--- src/rtl/reg_wb.sv ---
// reg_wb: write-back stage and architectural register file for cpu15.
// Holds eight 16-bit registers and a per-register busy scoreboard so
// decode stalls instead of reading a register with an outstanding write.
//
// Ports:
//   CLK_WB          in   stage clock, rising edge
//   RESET           in   synchronous active-high reset
//   ISSUE_VALID     in   decode issues an instruction this cycle
//   ISSUE_N_SRC     in   [2:0] source register index
//   ISSUE_N_DST     in   [2:0] destination register index
//   WB_VALID        in   execute presents a result this cycle
//   WB_N_REG        in   [2:0] result destination index
//   WB_DATA         in   [15:0] result value
//   REG_0..REG_7    out  [15:0] registered register contents
//   BUSY            out  [7:0] outstanding-write scoreboard
//   STALL           out  combinational issue refusal
//   PENDING         out  [3:0] registered popcount of BUSY
//   WB_ERR          out  sticky, write-back to a non-busy register
module reg_wb (
  input  logic        CLK_WB,
  input  logic        RESET,
  input  logic        ISSUE_VALID,
  input  logic [2:0]  ISSUE_N_SRC,
  input  logic [2:0]  ISSUE_N_DST,
  input  logic        WB_VALID,
  input  logic [2:0]  WB_N_REG,
  input  logic [15:0] WB_DATA,
  output logic [15:0] REG_0,
  output logic [15:0] REG_1,
  output logic [15:0] REG_2,
  output logic [15:0] REG_3,
  output logic [15:0] REG_4,
  output logic [15:0] REG_5,
  output logic [15:0] REG_6,
  output logic [15:0] REG_7,
  output logic [7:0]  BUSY,
  output logic        STALL,
  output logic [3:0]  PENDING,
  output logic        WB_ERR
);

  localparam int unsigned NREG = 8;
  localparam int unsigned DW   = 16;
  localparam int unsigned PW   = 4;

  logic [DW-1:0]   regs [NREG];
  logic [NREG-1:0] busy_next;
  logic [PW-1:0]   pending_next;
  logic            issue_ok;

  // Stall looks only at registered BUSY; a same-cycle write-back never bypasses.
  assign STALL    = ISSUE_VALID & (BUSY[ISSUE_N_SRC] | BUSY[ISSUE_N_DST]);
  assign issue_ok = ISSUE_VALID & ~STALL;

  // Next scoreboard: clear on write-back, then set on issue so set wins a collision.
  always_comb begin
    busy_next    = BUSY;
    pending_next = '0;
    if (WB_VALID) busy_next[WB_N_REG] = 1'b0;
    if (issue_ok) busy_next[ISSUE_N_DST] = 1'b1;
    for (int i = 0; i < NREG; i++) begin
      pending_next = pending_next + PW'(busy_next[i]);
    end
  end

  // Register file, scoreboard, pending count and sticky error.
  always_ff @(posedge CLK_WB) begin
    if (RESET) begin
      for (int i = 0; i < NREG; i++) begin
        regs[i] <= '0;
      end
      BUSY    <= '0;
      PENDING <= '0;
      WB_ERR  <= 1'b0;
    end else begin
      if (WB_VALID) begin
        regs[WB_N_REG] <= WB_DATA;
        if (!BUSY[WB_N_REG]) WB_ERR <= 1'b1;
      end
      BUSY    <= busy_next;
      PENDING <= pending_next;
    end
  end

  assign REG_0 = regs[0];
  assign REG_1 = regs[1];
  assign REG_2 = regs[2];
  assign REG_3 = regs[3];
  assign REG_4 = regs[4];
  assign REG_5 = regs[5];
  assign REG_6 = regs[6];
  assign REG_7 = regs[7];

endmodule

--- config.mk ---
export PLATFORM = sky130hd
export DESIGN_NAME = reg_wb
export DESIGN_NICKNAME = d
export VERILOG_FILES = /design/src/rtl/reg_wb.sv
export SDC_FILE = /design/constraint.sdc
export NUM_CORES = 1
export LEC_CHECK = 0
export BUFFER_PORTS_ARGS = -buffer_cell sky130_fd_sc_hd__buf_2
export CORE_MARGIN = 2
export CORE_UTILIZATION = 46
export DETAILED_ROUTE_END_ITERATION = 8
export PLACE_DENSITY = 0.78
export SLEW_MARGIN = 5
export SYNTH_ARGS = -nofsm -noshare
export SYNTH_HDL_FRONTEND = slang
export SYNTH_SLANG_ARGS = --single-unit
--- constraint.sdc ---
create_clock -name CLK_WB -period 3.8 [get_ports CLK_WB]
set_clock_uncertainty 0.1 [all_clocks]
set_input_delay 0.19 -clock CLK_WB [delete_from_list [all_inputs] [get_ports CLK_WB]]
set_output_delay 0.19 -clock CLK_WB [all_outputs]
set_load 0.05 [all_outputs]
==> key figures <==
Outcome
  – Outcome: complete, but fails checks
  – Failing checks: negative setup slack

Flow run
  – Max_cap viols: 0

Critical path
  – CP required: 3.99 ns
  – Critical path peak fanout: 5
  – Crit. End Element: flop
  – WS Path Type: flop to flop
  – Crit path launch: BUSY[6]$_SDFF_PP0_
  – CP startpoint kind: flop
  – FF-to-FF Start: BUSY[6]$_SDFF_PP0_
  – Crit path DAT: 4.06 ns
  – R2R depth: 13

STA
  – Final hold vios: 0
  – Final Cycle Share: 102%
  – Setup Viol. Count Final: 2
  – Min Tclk post-route: 3.87 ns
  – Fin Setup TNS: -0.130 ns
  – Final WS setup: -0.0685 ns
  – RSZ-0062 raised after global routing: true
  – Hold slack: 0.0601 ns
  – Worst slew pin tran: 0.948 ns
  – Fmax: 0.258 GHz
  – Final Max Tran Viols: 0
  – Slew margin rel.: 36.6%

Synth
  – Most frequent cell after synthesis: and2_1
  – Top FF cell, synth: edfxtp_1
  – Async SR Flop Fraction: 0%
  – EDFF count, synth: 128
  – Mapped Nets: 415
  – Area leader, netlist: edfxtp_1
  – Syn_area_per_cell: 15.2 µm²
  – Post-Syn Area: 5760 µm²
  – Sequential area share after synthesis: 71.2%
  – Yosys top cell area share: 66.7%
  – Most frequent cells after synthesis: and2_1 (129), edfxtp_1 (128), dfxtp_1 (13), clkbuf_1 (10), o21ai_0 (8)
  – #FFs+latches synth: 141
  – Cells after synthesis: 379
  – Post-synth cell types: 41
  – Top cells by area, synth: edfxtp_1 (67%), and2_1 (14%), dfxtp_1 (4.5%)
  – Syn. warnings: 0

Place
  – Place WS: -0.140 ns
  – Area after DPL: 7000 µm²
  – Dpl cells: 726
  – Hpwl dp: 10100 µm
  – Count of input and output buffers: 170
  – Placer Congestion: 0.940

Clock tree
  – Worst-path clk slew: 0.06 ns
  – CTS sink count: 141
  – Hold buffer count at CTS: 0
  – Root buffer cell: clkbuf_16
  – Later-pin clock latency in the skew report: 0.41 ns
  – CTS HTree Levels: 4
  – CTS Buf Count: 17
  – CTS tree: built
  – Clock Tree Buf Depth: 2

Floorplanning
  – Core box area: 12100 µm²
  – Die H: 116 µm
  – Die area: 13400 µm²
  – I/O pins: 171
  – Starting Density: 47.6%
  – Die width: 116 µm
  – Site Rows: 40

Hold path
  – Worst Min Path Start: ISSUE_VALID
  – Hold path depth: 3
  – Worst min path class: input pin to flop

Pwr
  – VDD IR-drop max: 0.250 mV
  – PwrDens: 549 nW/µm²
  – Overall power: 4.21 mW
  – LEAKAGE: 3.16 nW

Global routing
  – GRT Total Usage: 22.0%
  – Grt total ovfl: 0
  – Number of antenna violations at the first check in global routing: 0
  – Largest net degree at the start of global routing: 26
  – Vias in the first global route: 3862
  – Global-route wire length before repair: 21400 µm

Final layout
  – Post-route insts no fill: 762
  – Ant diodes: 0
  – Finished layout cell area: 7660 µm²
  – Final Util: 63.2%
  – Register area: 4130 µm²
  – Final net count: 617
  – Layout cell share with drive strength beyond 1: 43.4%
  – Fill cells: 939
  – Area delta synth->final: 32.9%
  – Multi-input gate area: 1620 µm²

Route
  – DR vias: 3875
  – Drt drc: 0
  – M1 WL: 5650 µm
  – WL met2: 7230 µm
  – Via/cell ratio: 5.09
  – WL met3: 1070 µm
  – Initial DRC Count: 500
  – Total iterations of the first detailed-routing run: 4
  – Antenna Nets Post-Route: 0
  – DRT Wirelength: 14300 µm
  – Wirelength per Cell: 18.7 µm
  – Highest metal used: met4
-- power by group --
part / switching [mW] / internal, mW
sequential: 0.0318 / 1.79
clock: 0.661 / 1.05
combinational: 0.534 / 0.141
-- sequential cells by signal, indices dropped and copies added, names as in the netlist --
name     flops
regs       128
WB_ERR       1
PENDING      4
BUSY         8
-- cell usage in the layout (no fill, tap or decap), drive strengths merged, types with 2 or more instances in the layout --
cell type,n
a21oi,2
and2,129
buf,197
bufinv,3
clkbuf,18
clkinv,4
clkinvlp,2
dfxtp,13
edfxtp,128
fa,4
ha,3
inv,11
mux2i,5
mux4,4
nand2,7
nand2b,6
nand4,2
nor2,10
nor2b,3
nor3,2
o21ai,8
o21bai,6
o22ai,6
o31a,4
o31ai,3
o32ai,2
o41ai,2
-- layer usage --
layer  vias to the layer above  GRT usage [%]
li1                       1765              -
met1                      1870           27.1
met2                       208           37.5
met3                        32           5.70
met4                         0           7.94
met5                         -              0
-- path summary, 6_finish.rpt --
| path | end | slack, ns |
|---|---|---|
| max | PENDING[1]$_SDFF_PP0_ | -0.07 |
| min | BUSY[2]$_SDFF_PP0_ | 0.06 |
| max reg2reg | PENDING[1]$_SDFF_PP0_ | -0.07 |
| min reg2reg | WB_ERR$_SDFFE_PP0P_ | 0.39 |
-- cell families after synthesis --
kind of cell             share of synthesized area [%]
flip-flops                                        71.2
AO/OA/AOI/OAI                                     4.86
buffers and inverters                             1.54
multiplexers                                      2.87
adder cells (fa/ha/maj)                           2.04
XOR/XNOR                                         0.152
AND/OR/NAND/NOR                                   17.3
-- worst max-delay path, cell delays in order (launching register included) --
cell	delay (ns)
dfxtp_4	0.36
mux4_2	0.49
mux2i_4	0.20
nand2_4	0.11
o41ai_4	0.25
fa_1	0.44
inv_1	0.08
fa_1	0.43
fa_1	0.44
inv_1	0.07
ha_2	0.19
inv_2	0.04
fa_2	0.50
nor2_1	0.03
-- cell type report --
cell class	instances	area share, %
clock buffer	18	5.61
clock inverter	14	2.40
inverter	6	0.294
multi-input combinational	218	21.2
sequential	141	54.0
tap	168	2.75
timing repair buffer	197	13.8
-- repair_timing --
action / in CTS / in global routing
setup endpoints to repair: 2 / 2
pin swaps: 4 / 1
gates resized for setup: 3 / 0
setup buffers: 4 / 0
Note: power is estimated with default switching activity, not from simulation.
